File: config.mk
export PLATFORM = sky130hd
export DESIGN_NAME = fb_glyph_writer
export DESIGN_NICKNAME = d
export VERILOG_FILES = /design/src/rtl/fb_glyph_writer.sv
export SDC_FILE = /design/constraint.sdc
export NUM_CORES = 1
export LEC_CHECK = 0
export ABC_AREA = 1
export CORE_ASPECT_RATIO = 0.8
export CORE_MARGIN = 2
export CORE_UTILIZATION = 46
export DETAILED_ROUTE_END_ITERATION = 10
export PLACE_DENSITY = 0.81
export SETUP_SLACK_MARGIN = 0.1
export SLEW_MARGIN = 20
export SYNTH_ARGS = -nofsm -noshare
export SYNTH_HDL_FRONTEND = slang
export SYNTH_SLANG_ARGS = --single-unit
export TNS_END_PERCENT = 30
File: constraint.sdc
create_clock -name CLK -period 2.6 [get_ports CLK]
set_input_delay 0.39 -clock CLK [delete_from_list [all_inputs] [get_ports CLK]]
set_output_delay 0.39 -clock CLK [all_outputs]
set_load 0.03 [all_outputs]
File: src/rtl/fb_glyph_writer.sv
// Write-side engine for the 1-bpp 640x480 framebuffer: glyph cell writes and optional full clear.
// Define FBW_CLEAR_EN to build the CLEAR path (fill-address counter and cmd_fill register).
module fb_glyph_writer #(
  parameter int unsigned WORDS_PER_LINE = 20,
  parameter int unsigned LINES          = 480,
  parameter int unsigned GLYPH_ROWS     = 32,
  parameter int unsigned AW             = 14
) (
  input  logic          CLK,
  input  logic          reset,
  input  logic          cmd_valid,
  output logic          cmd_ready,
  input  logic          cmd_op,
  input  logic [5:0]    cmd_col,
  input  logic [8:0]    cmd_row,
  input  logic [31:0]   cmd_fill,
  input  logic          row_valid,
  output logic          row_ready,
  input  logic [15:0]   row_data,
  output logic          wr_en,
  output logic [AW-1:0] wr_addr,
  output logic [31:0]   wr_data,
  output logic [1:0]    wr_be,
  output logic          busy,
  output logic          done,
  output logic          err
);

  localparam int unsigned RowCntW = $clog2(GLYPH_ROWS);
  localparam logic [AW-1:0] LineStep = AW'(WORDS_PER_LINE);
  localparam logic [5:0]    MaxCol   = 6'(2 * WORDS_PER_LINE - 1);
  localparam logic [8:0]    MaxRow   = 9'(LINES - GLYPH_ROWS);
  localparam logic [RowCntW-1:0] LastRow = RowCntW'(GLYPH_ROWS - 1);

  typedef enum logic [1:0] {StIdle, StGlyph, StClear} state_e;

  state_e state_q, state_d;

  logic [AW-1:0]      addr_q, addr_d;
  logic               lane_q, lane_d;
  logic [RowCntW-1:0] cnt_q, cnt_d;
  logic               wr_en_q, wr_en_d;
  logic [AW-1:0]      wr_addr_q, wr_addr_d;
  logic [31:0]        wr_data_q, wr_data_d;
  logic [1:0]         wr_be_q, wr_be_d;
  logic               done_q, done_d;
  logic               err_q, err_d;

  logic cmd_hs, row_hs, glyph_ok, cmd_ok, last_row;
  logic [AW-1:0] glyph_base;

`ifdef FBW_CLEAR_EN
  localparam logic [AW-1:0] LastAddr = AW'(LINES * WORDS_PER_LINE - 1);
  logic [31:0] fill_q, fill_d;
  logic        last_clr;
  assign last_clr = (addr_q == LastAddr);
`else
  logic unused_fill;
  assign unused_fill = ^cmd_fill;
`endif

  assign cmd_hs     = cmd_valid & (state_q == StIdle);
  assign row_hs     = row_valid & (state_q == StGlyph);
  assign glyph_ok   = (cmd_col <= MaxCol) && (cmd_row <= MaxRow);
  assign last_row   = (cnt_q == LastRow);
  // The constant multiply only happens once per command; per-row addresses step by LineStep.
  assign glyph_base = AW'(cmd_row) * LineStep + AW'(cmd_col[5:1]);

`ifdef FBW_CLEAR_EN
  assign cmd_ok = cmd_op | glyph_ok;
`else
  assign cmd_ok = ~cmd_op & glyph_ok;
`endif

  always_ff @(posedge CLK or posedge reset) begin
    if (reset) begin
      state_q <= StIdle;
    end else begin
      state_q <= state_d;
    end
  end

  always_comb begin
    state_d = state_q;
    case (state_q)
      StIdle: begin
        if (cmd_hs && cmd_ok) state_d = cmd_op ? StClear : StGlyph;
      end
      StGlyph: begin
        if (row_hs && last_row) state_d = StIdle;
      end
      StClear: begin
`ifdef FBW_CLEAR_EN
        if (last_clr) state_d = StIdle;
`else
        state_d = StIdle;
`endif
      end
      default: state_d = StIdle;
    endcase
  end

  always_comb begin
    cmd_ready = (state_q == StIdle);
    row_ready = (state_q == StGlyph);
    busy      = (state_q != StIdle);
    wr_en     = wr_en_q;
    wr_addr   = wr_addr_q;
    wr_data   = wr_data_q;
    wr_be     = wr_be_q;
    done      = done_q;
    err       = err_q;
  end

  always_comb begin
    addr_d    = addr_q;
    lane_d    = lane_q;
    cnt_d     = cnt_q;
    wr_en_d   = 1'b0;
    wr_addr_d = '0;
    wr_data_d = '0;
    wr_be_d   = 2'b00;
    done_d    = 1'b0;
    err_d     = 1'b0;
`ifdef FBW_CLEAR_EN
    fill_d    = fill_q;
`endif
    case (state_q)
      StIdle: begin
        if (cmd_hs) begin
          if (!cmd_ok) begin
            err_d = 1'b1;
          end else if (cmd_op) begin
            addr_d = '0;
`ifdef FBW_CLEAR_EN
            fill_d = cmd_fill;
`endif
          end else begin
            addr_d = glyph_base;
            lane_d = cmd_col[0];
            cnt_d  = '0;
          end
        end
      end
      StGlyph: begin
        if (row_hs) begin
          wr_en_d   = 1'b1;
          wr_addr_d = addr_q;
          wr_data_d = lane_q ? {16'h0, row_data} : {row_data, 16'h0};
          wr_be_d   = lane_q ? 2'b01 : 2'b10;
          done_d    = last_row;
          addr_d    = addr_q + LineStep;
          cnt_d     = cnt_q + 1'b1;
        end
      end
`ifdef FBW_CLEAR_EN
      StClear: begin
        wr_en_d   = 1'b1;
        wr_addr_d = addr_q;
        wr_data_d = fill_q;
        wr_be_d   = 2'b11;
        done_d    = last_clr;
        addr_d    = addr_q + 1'b1;
      end
`endif
      default: ;
    endcase
  end

  always_ff @(posedge CLK or posedge reset) begin
    if (reset) begin
      addr_q    <= '0;
      lane_q    <= 1'b0;
      cnt_q     <= '0;
      wr_en_q   <= 1'b0;
      wr_addr_q <= '0;
      wr_data_q <= '0;
      wr_be_q   <= 2'b00;
      done_q    <= 1'b0;
      err_q     <= 1'b0;
`ifdef FBW_CLEAR_EN
      fill_q    <= '0;
`endif
    end else begin
      addr_q    <= addr_d;
      lane_q    <= lane_d;
      cnt_q     <= cnt_d;
      wr_en_q   <= wr_en_d;
      wr_addr_q <= wr_addr_d;
      wr_data_q <= wr_data_d;
      wr_be_q   <= wr_be_d;
      done_q    <= done_d;
      err_q     <= err_d;
`ifdef FBW_CLEAR_EN
      fill_q    <= fill_d;
`endif
    end
  end

endmodule

# Word level (Yosys, flattened, before mapping)
# Index checks and enable logic that the tools add are counted.
dict set report word_totals {
  reg_bits 73
  input_bits 68
  output_inout_bits 54
  word_cells 67
}
dict set report classes {
  addsub 3
  mul 1
  magnitude_cmp 2
  eq_ne 8
  mux 29
  n_bitwise 4
  n_reduce_logical 10
}
# cell n
set op_table {}
lappend op_table {{$mux 32} 3}
lappend op_table {{$mux 14} 6}
lappend op_table {{$pmux 14 s2} 1}
lappend op_table {{$mux 5} 4}
lappend op_table {{$add 14x5->14} 1}
lappend op_table {{$add 14x5->14 const B} 1}
lappend op_table {{$mul 9x3->12 const B} 1}
lappend op_table {{$mux 2} 6}
lappend op_table {{$ne 2x1->1 const B} 5}
lappend op_table {{$pmux 5 s2} 1}
lappend op_table {{$le 9x9->1 const B} 1}
lappend op_table {{$reduce_and 4->1} 2}
lappend op_table {{$mux 1} 7}
lappend op_table {{$le 6x6->1 const B} 1}
lappend op_table {{$add 5x1->5 const B} 1}
lappend op_table {{$eq 5x5->1 const B} 1}
lappend op_table {{$reduce_and 5->1} 1}
lappend op_table {{$pmux 2 s2} 1}
lappend op_table {{$reduce_bool 2->1} 2}
lappend op_table {{$and 1x1->1} 3}
lappend op_table {{$logic_and 1x1->1} 3}
lappend op_table {{$eq 2x1->1 const B} 1}
lappend op_table {{$logic_not 2->1} 1}
lappend op_table {{$ne 2x2->1 const B} 1}
lappend op_table {{2 further kinds} 2}

# Depth between registers and ports, before layout
# Gate-level depths: netlist of the first run.
dict set report depth {
  word_depth 6
  ltp_mapped 14
  mapped_depth_nobuf 14
}

# Worst setup path before layout of the first run
# Ideal clock, no wire load.
dict set report synth_path {
  kind {input-to-reg}
  startpoint {input cmd_row[1]}
  endpoint {register addr_q[13]}
  arrival_time_ps 2242
  path_slack_ps 285
  cell_stages 13
  path_buffers 0
  path_cell_list {ha_1 > ha_1 > fa_1 > nand2_1 > nor2_1 > nand2_1 > a21oi_2 > nand2_2 > nor2_4 > nand3_1 > nand2_1 > nand2_1 > a21oi_2}
}
dict set report synth_via {
  elab_chain_cells 6
  word_cells_on_any_way 11
  cone_classes {add/sub (1); mul (1); order compare (1); eq/ne (1); mux (4); bitwise (1); reduce/logical (2)}
}
# item line_no
set synth_lines {}
lappend synth_lines {{start, declared} 15} ;# input logic [8:0] cmd_row,
lappend synth_lines {{$mul 9x3->12} 67} ;# assign glyph_base = AW'(cmd_row) * LineStep + AW'(cmd_col[5:1]);
lappend synth_lines {{$add 14x5->14} 67}
lappend synth_lines {{$mux 14} 133} ;# end else if (cmd_op) begin
lappend synth_lines {{$mux 14} 131} ;# if (!cmd_ok) begin
lappend synth_lines {{$mux 14} 130} ;# if (cmd_hs) begin
lappend synth_lines {{$pmux 14 s2} 128} ;# case (state_q)
lappend synth_lines {{end signal, assigned} 185} ;# addr_q <= addr_d;
lappend synth_lines {{end, declared} 39} ;# logic [AW-1:0] addr_q, addr_d;
# Several ways; a longest one is shown, not always the timed one. The select of a mux whose other input is x is not followed.
# A chain may end at the register's enable or synchronous reset.

# Final worst setup path of the first run
dict set report layout_path {
  startpoint {input cmd_row[4]}
  endpoint {register addr_q[11]}
}
# Same word-level chain as after synthesis.

==> reports/qor.txt, run 1 <==
Nets -> 622
global placer's final weighted congestion -> 0.909
Req. time, crit path -> 2870 ps
CTS Sinks -> 73
Antenna diodes -> 0
tightest slew margin relative to the limit -> 58.1%
non-filler instance count after layout -> 642
Internal Power -> 1.91 mW
Post-Syn Nets -> 505
fin area -> 4960 um^2
WP buf/inv -> 1
CTS root buf -> clkbuf_8
initial antenna violation count -> 0
P&R area growth vs syn -> 38.9%
detailed placer's ending HPWL -> 6.11 mm
FF+latch count, synth -> 73
CTS tree -> yes
Slew @ Worst Pin -> 627 ps
final setup TNS -> 0 ps
Final setup viols -> 0
Largest delay share family, worst path -> adder cells
Die W -> 103 um
Placed Cells incl. Taps -> 620
Clock Power Share -> 30.9%
Max VDD drop -> 0.342 mV
# DRC -> 0
Die H -> 82.8 um
Mapped Cells -> 415
number of global-route vias before repair -> 3081
starting density of the core -> 47.9%
Syn Area/Cell -> 8.60 um^2
Final Max Tran Viols -> 0
Hold Fails Final Rpt -> 0
total vias in the final route -> 3045
switching part of the total -> 30.1%
Post-Syn Area -> 3570 um^2
Final Skew -> 3.93 ps
# Max-Cap Violations -> 0
CP max FO -> 4
Core ar. -> 7460 um^2
ys flop type -> dfrtp_1
critical path's slowest cell -> fa_1
final worst-path cycle share -> 90.9%
Setup Slack @ Placement -> -290 ps
Num CTS Buffers -> 9
number of H-tree levels -> 3
Routed WL -> 8.18 mm
status -> complete, no violations
DRT antenna net count -> 0
crit path launch type -> input pin
Async S/R FF share, synth -> 100%
Crit Path Class -> input pin to flip-flop
Pleak -> 2.51 nW
largest stage delay on the critical path -> 570 ps
worst-path cell chain -> clkdlybuf4s50_1, ha_4, fa_1, nand2_1, nor2_1, nand2_1, a21oi_2, nand2_2, nor2_4, nand2_1, nand2_1, nand3_1, a21oi_2
register area share after synthesis -> 51.2%
first-pass GRT wire length -> 13.7 mm
DR pass1 iterations -> 4
Fill cells -> 577
largest net degree at the start of global routing -> 31
Hold Worst Slack -> 451 ps
clock buffer depth -> 2
area after detailed placement -> 4700 um^2
Flop pwr share -> 46.7%
Hold Crit Class -> input pin to asynchronous set/reset pin
Port Buf Inserts -> 89
die area -> 8490 um^2
top-area cell type share of the netlist area -> 51.2%
share of layout cells above drive strength 1 -> 12.7%
cell taking the most area after synthesis -> dfrtp_1
CTS clock-pin slew for the worst setup and hold paths -> 70 ps
GRT Total Usage -> 20.5%
most common cell in the netlist -> nand2_1
Cell Pwr Density -> 551 nW/um^2
row count -> 28
io pins -> 122
cell mode on critical path -> nand2_1
number of synthesized flops with an enable pin -> 0
unrepaired setup endpoints after global routing -> false
Data arrival, critical path -> 2640 ps
PnR worst setup slack -> 236 ps
grt ovf -> 0
dominant cells by area after synthesis -> dfrtp_1 (51%), nand2_1 (8.3%), nor2_1 (7.7%)
warnings from Yosys -> 0
Comb power frac -> 22.4%
top cells by count, synth -> nand2_1 (79), dfrtp_1 (73), nor2_1 (73)
Fmax achieved -> 0.423 GHz
Final min period -> 2360 ps
CTS Hold Buffers Added -> 0
Yosys cell types -> 38
Reg2Reg Setup Slack -> 600 ps
Worst setup EP type -> flip-flop
routed vias/inst -> 4.74
Psw -> 823 uW
clock latency on the worst-skew pair -> 340 ps
WL/cell -> 12.7 um
Starting DRT DRC Count -> 162
==> layout by cell type (no fill, tap or decap), types with 5 or more instances in the layout <==
master and instances:
clkdlybuf4s50_1 85, nand2_1 79, nor2_1 73, dfrtp_1 73, inv_1 61, buf_4 22, o21ai_0 19, nand3_1 18
ha_1 17, a21oi_1 13, clkbuf_8 9, nor2_4 5, inv_2 5
==> sequential cells by signal, indices dropped and copies added (netlist names) <==
signal   flops
state_q      2
lane_q       1
wr_be        2
wr_data     32
cnt_q        5
err          1
wr_addr     14
done         1
addr_q      14
wr_en        1
==> repair_timing <==
action / in CTS / in global routing
pin swaps: 8 / 6
resized for setup: 3 / 7
endpoints found under the setup margin: 5 / 5
buffers inserted: 6 / 0
gates cloned: 0 / 0
==> per-stage QoR <==
step	utilization [%]	power [mW]
CTS	66.1	2.74
global placement	63.0	1.87
global route	66.5	2.90
finish	66.5	2.73
detailed placement	63.0	1.89
floorplan	-	1.68
==> per-layer routing <==
metal	part of all wire, %	global-route usage, %	wire, um	vias to the layer above
li1	-	-	-	1533
met1	44	26.3	3590	1427
met2	50	33.7	4080	71
met3	4.7	5.56	386	14
met4	1.6	6.18	131	0
met5	0	0	0	-
==> cells by family (layout without fill, tap and decap cells) <==
kind of cell	count (synthesis)	count (layout)	share of synthesized area [%]
AOI/OAI and AO/OA	48	48	7.71
xor gates and xnor gates	2	2	0.491
adders and majority gates	22	22	8.13
buffers and inverters	72	194	7.92
DFF	73	73	51.2
muxes	2	2	0.631
other	1	1	0.105
and+or+nand+nor	195	195	23.9
==> final cells by class <==
type	instances	area, um^2	share of cell area (%)
Timing Repair Buffer	112	1080	21.7
Inverter	66	248	4.99
Sequential cell	73	1830	36.8
Clock buffer	11	131	2.65
Tap cell	105	131	2.65
Clock inverter	5	56.3	1.14
Multi-Input combinational cell	270	1490	30.0
==> power groups by stage <==
stage | combinational, mW | clock (mW) | sequential (mW)
after floorplan | 0.373 | 0 | 1.30
after global placement | 0.575 | 0 | 1.29
after detailed placement | 0.594 | 0 | 1.30
after CTS | 0.606 | 0.860 | 1.28
after global routing | 0.692 | 0.917 | 1.29
final | 0.612 | 0.844 | 1.28
==> path summary, 6_finish.rpt <==
path	start	endpoint	cells after the start
setup / recovery	cmd_row[4]	addr_q[11]	13
hold / removal	reset	wr_data[4]	2
setup reg to reg	state_q[1]	addr_q[3]	8
hold reg to reg	addr_q[1]	wr_addr[1]	2
max in group asynchronous	reset	addr_q[2]	3
min in group CLK	addr_q[1]	wr_addr[1]	2
Power figures use the tool's default switching activity.
==> run 2, diff against run 1 <==
--- a/config.mk
+++ b/config.mk
@@ -10,8 +10,9 @@
 export CORE_MARGIN = 2
 export CORE_UTILIZATION = 46
 export DETAILED_ROUTE_END_ITERATION = 10
-export PLACE_DENSITY = 0.81
+export PLACE_DENSITY = 0.86
 export SETUP_SLACK_MARGIN = 0.1
+export SKIP_CTS_REPAIR_TIMING = 1
 export SLEW_MARGIN = 20
 export SYNTH_ARGS = -nofsm -noshare
 export SYNTH_HDL_FRONTEND = slang
==> run 2 against run 1 <==
Against the previous run: clock skew is 3.9 ps higher; via count is 3.0% higher; die area stayed put; sequential power hardly changed; core utilization is 0.39 points lower; critical endpoint unchanged; critical path depth stayed put; largest cell class unchanged; power is 3.6% higher; global-route usage is 1.3 points higher.
==> reports/qor.txt, run 2 (synthesis gave the netlist of run 1 again) <==
status -> complete, no violations
Worst path depth -> 13
DRT antenna net count -> 0
routed vias/inst -> 4.93
row count -> 28
CP Capture Point -> addr_q[11]
Final Max Tran Viols -> 0
met2 Use GR -> 36.5%
P&R area growth vs syn -> 38.1%
max reg flops -> 32
RR Startpoint -> state_q[1]
die area -> 8490 um^2
share of layout cells above drive strength 1 -> 11.3%
grt met1 use -> 28.5%
worst-path cell chain -> clkdlybuf4s50_1, ha_1, fa_1, nand2_1, nor2_1, nand2_1, a21oi_2, nand2_2, nor2_4, nand2_1, nand2_1, nand3_1, a21oi_1
clock buffer depth -> 2
final worst-path cycle share -> 91.9%
unrepaired setup endpoints after global routing -> true
largest net degree at the start of global routing -> 33
final setup TNS -> 0 ps
number of H-tree levels -> 3
critical path's slowest cell -> fa_1
Routed WL -> 8.50 mm
Final Skew -> 7.87 ps
CP startpoint -> cmd_row[4]
detailed placer's ending HPWL -> 6.45 mm
most common cell after layout, fill and taps aside -> clkdlybuf4s50_1
Hold Crit Class -> input pin to asynchronous set/reset pin
Placed Cells incl. Taps -> 619
CTS Sinks -> 73
clock latency on the worst-skew pair -> 340 ps
number of global-route vias before repair -> 3158
tightest slew margin relative to the limit -> 58.8%
io pins -> 122
CTS root buf -> clkbuf_8
Data arrival, critical path -> 2650 ps
met3 Track Usage GR -> 4.38%
non-filler instance count after layout -> 636
Crit Path Class -> input pin to flip-flop
Cell Pwr Density -> 574 nW/um^2
Internal Power -> 2.02 mW
Critical R2R Capture -> addr_q[12]
CTS tree -> yes
Largest delay share family, worst path -> adder cells
initial antenna violation count -> 0
crit path launch type -> input pin
Clock Power Share -> 33.5%
layer with the highest usage -> met2
worst r2r path cells -> 9
Reg2Reg Setup Slack -> 630 ps
Hold Worst Slack -> 400 ps
Slew @ Worst Pin -> 616 ps
Comb power frac -> 21.4%
Req. time, crit path -> 2860 ps
WL/cell -> 13.4 um
DR pass1 iterations -> 7
Psw -> 808 uW
Final Core Density -> 66.1%
Num CTS Buffers -> 9
global placer's final weighted congestion -> 0.879
cell mode on critical path -> nand2_1
Antenna diodes -> 0
Pleak -> 2.51 nW
first-pass GRT wire length -> 14.6 mm
Worst setup EP type -> flip-flop
Final min period -> 2390 ps
starting density of the core -> 47.9%
total vias in the final route -> 3136
commonest non-fill, non-tap cells in the layout -> clkdlybuf4s50_1 (85), nand2_1 (79), nor2_1 (73), dfrtp_1 (73), inv_1 (61)
Hold Fails Final Rpt -> 0
Starting DRT DRC Count -> 186
Flop pwr share -> 45.1%
Port Buf Inserts -> 89
WP buf/inv -> 1
# DRC -> 0
Nets -> 617
Setup Slack @ Placement -> -294 ps
grt ovf -> 0
Max VDD drop -> 0.460 mV
PnR worst setup slack -> 211 ps
CP max FO -> 4
Final setup viols -> 0
largest stage delay on the critical path -> 510 ps
Die H -> 82.8 um
Core ar. -> 7460 um^2
Fmax achieved -> 0.419 GHz
Die W -> 103 um
# Max-Cap Violations -> 0
CTS clock-pin slew for the worst setup and hold paths -> 80 ps
switching part of the total -> 28.6%
GRT Total Usage -> 21.8%
[run 2: per-layer routing]
| metal | up-vias | routed length (um) |
|---|---|---|
| li1 | 1520 | - |
| met1 | 1505 | 3410 |
| met2 | 95 | 4470 |
| met3 | 16 | 481 |
| met4 | 0 | 140 |
| met5 | - | 0 |
[run 2: metrics by stage]
step                      instance area (um^2)  power, mW
after floorplan                           3570       1.68
after global placement                    4690       1.86
after detailed placement                  4690       1.89
after CTS                                 4900       2.84
after global routing                      4930       2.99
final                                     4930       2.83
[run 2: worst min-delay path by stage]
stage	from	endpoint	slack, ps	depth (start not counted)
final	reset	wr_addr[5]	400	2
after global routing	reset	wr_addr[6]	430	2
after CTS	reset	wr_addr[5]	410	2
after detailed placement	addr_q[1]	wr_addr[1]	490	2
after global placement	cnt_q[4]	cnt_q[4]	470	2
after floorplan	addr_q[0]	addr_q[0]	450	2
[run 2: cell type report]
class	count	area, um^2
fillers	549	2530
flip-flops and latches	73	1830
repair buffers	107	1050
inverters	66	248
clock inverters	3	65.1
well taps	105	131
multi-input cells	270	1470
clock buffers	12	145
[run 2: worst register-to-register path, delay by kind of cell (launching register included)]
family | cells | cell delay (ps)
AO/OA/AOI/OAI | 2 | 170
buffers and inverters | 4 | 630
flip-flops | 1 | 410
AND/OR/NAND/NOR | 3 | 650
[run 2: power groups by stage]
stage | Clock [mW] | Sequential [mW] | Combinational [mW]
finish | 0.948 | 1.28 | 0.606
global placement | 0 | 1.29 | 0.573
CTS | 0.965 | 1.28 | 0.604
detailed placement | 0 | 1.30 | 0.595
global route | 1.02 | 1.29 | 0.685
floorplan | 0 | 1.30 | 0.373
==> run 3, diff against run 2 <==
--- a/config.mk
+++ b/config.mk
@@ -9,6 +9,7 @@
 export CORE_ASPECT_RATIO = 0.8
 export CORE_MARGIN = 2
 export CORE_UTILIZATION = 46
+export CTS_BUF_LIST = sky130_fd_sc_hd__clkbuf_16
 export DETAILED_ROUTE_END_ITERATION = 10
 export PLACE_DENSITY = 0.86
 export SETUP_SLACK_MARGIN = 0.1
==> run 3 against run 2 <==
Against the previous run: worst hold slack improved by 15 ps; clock power up 32%; fmax grew 0.97%; setup slack improved by 23 ps; non-clock buffer count unchanged; critical path type unchanged; largest power group unchanged.
==> reports/qor.txt, run 3 (synthesis gave the netlist of run 1 again) <==
status -> complete, no violations
Nets -> 617
Port Buf Inserts -> 89
Core ar. -> 7460 um^2
CTS clock-pin slew for the worst setup and hold paths -> 50 ps
number of global-route vias before repair -> 3198
Setup Slack @ Placement -> -294 ps
die area -> 8490 um^2
Cell Pwr Density -> 626 nW/um^2
CTS Sinks -> 73
# Max-Cap Violations -> 0
WL/cell -> 14.1 um
# DRC -> 0
DR pass1 iterations -> 5
tightest slew margin relative to the limit -> 55.9%
unrepaired setup endpoints after global routing -> false
Starting DRT DRC Count -> 267
Antenna diodes -> 0
CTS root buf -> clkbuf_16
final worst-path cycle share -> 91.0%
Final Max Tran Viols -> 0
Clock Power Share -> 39.7%
starting density of the core -> 47.9%
most common cell after layout, fill and taps aside -> clkdlybuf4s50_1
Fmax achieved -> 0.423 GHz
PnR worst setup slack -> 234 ps
grt met1 use -> 29.0%
Final Skew -> 4.53 ps
Hold Fails Final Rpt -> 0
P&R area growth vs syn -> 41.2%
Hold Crit Class -> input pin to asynchronous set/reset pin
clock latency on the worst-skew pair -> 330 ps
commonest non-fill, non-tap cells in the layout -> clkdlybuf4s50_1 (84), nand2_1 (79), nor2_1 (73), dfrtp_1 (73), inv_1 (63)
Internal Power -> 2.29 mW
CTS tree -> yes
Routed WL -> 8.97 mm
GRT Total Usage -> 22.2%
Final min period -> 2370 ps
final setup TNS -> 0 ps
Slew @ Worst Pin -> 660 ps
Final setup viols -> 0
Die W -> 103 um
detailed placer's ending HPWL -> 6.45 mm
RR Startpoint -> state_q[1]
CP max FO -> 4
worst r2r path cells -> 9
total vias in the final route -> 3212
Final Core Density -> 67.6%
Worst setup EP type -> flip-flop
Critical R2R Capture -> addr_q[12]
number of H-tree levels -> 3
largest net degree at the start of global routing -> 33
Power, Total -> 3.16 mW
share of layout cells above drive strength 1 -> 11.3%
DRT antenna net count -> 0
Data arrival, critical path -> 2560 ps
met2 Use GR -> 36.4%
Psw -> 867 uW
area after detailed placement -> 4690 um^2
initial antenna violation count -> 0
layer with the highest usage -> met2
global placer's final weighted congestion -> 0.879
Die H -> 82.8 um
row count -> 28
routed vias/inst -> 5.05
Num CTS Buffers -> 9
grt ovf -> 0
fin area -> 5040 um^2
clock buffer depth -> 2
first-pass GRT wire length -> 14.9 mm
met3 Track Usage GR -> 4.46%
switching part of the total -> 27.5%
Max VDD drop -> 0.521 mV
io pins -> 122
Req. time, crit path -> 2790 ps
Crit Path Class -> input pin to flip-flop
Comb power frac -> 19.7%
Flop pwr share -> 40.5%
Pleak -> 2.57 nW
max reg flops -> 32
Reg2Reg Setup Slack -> 580 ps
crit path launch type -> input pin
==> run 3: cell count changes in the layout (fill, tap and decap cells not counted), sizes merged <==
cell           previous run  this run
inv                      66        68
clkdlybuf4s50            85        84
clkbuf                   12         9
clkinv                    1         2
dlymetal6s2s              4         5
==> run 3: worst max-delay path by stage <==
stage / from / to / slack (ps) / cells after the start
global placement: cmd_row[1] / addr_q[11] / -240 / 14
global route: cmd_row[3] / addr_q[11] / 120 / 14
CTS: cmd_row[1] / addr_q[9] / 40 / 13
detailed placement: cmd_row[1] / addr_q[11] / -290 / 14
finish: cmd_row[3] / addr_q[9] / 230 / 13
floorplan: cmd_row[1] / addr_q[13] / 290 / 13
==> run 3: worst max-delay path, cell delays in order <==
cell and delay, ps:
dlymetal6s2s_1 140, ha_1 290, ha_2 190, fa_1 560
nand2_1 70, nor2_1 100, nand2_1 80, a21oi_2 180
nand2_2 100, nor2_4 140, nor2_1 50, a21oi_1 150
o21ai_0 110
==> run 3: metal layers <==
layer | routed length, um | vias to the layer above
met3 | 497 | 23
met2 | 4630 | 129
met1 | 3640 | 1536
met5 | 0 | -
met4 | 204 | 0
li1 | - | 1524
==> run 3: power groups by stage <==
stage	Clock, mW	Combinational [mW]	Sequential, mW
6_report	1.25	0.623	1.28
5_1_grt	1.32	0.690	1.29
4_1_cts	1.26	0.602	1.28
3_5_place_dp	0	0.595	1.30
3_3_place_gp	0	0.573	1.29
2_1_floorplan	0	0.373	1.30
==> run 3: cell type report <==
class	count	area (um^2)
flip-flops and latches	73	1830
multi-input cells	270	1480
clock inverters	6	76.3
repair buffers	107	1050
clock buffers	9	225
fillers	519	2420
inverters	66	248
well taps	105	131
==> run 3: stage by stage <==
step | hold slack [ps] | std cells
after floorplan | 453 | 415
after global placement | 472 | 619
after detailed placement | 487 | 619
after CTS | 430 | 634
after global routing | 451 | 636
final | 415 | 636
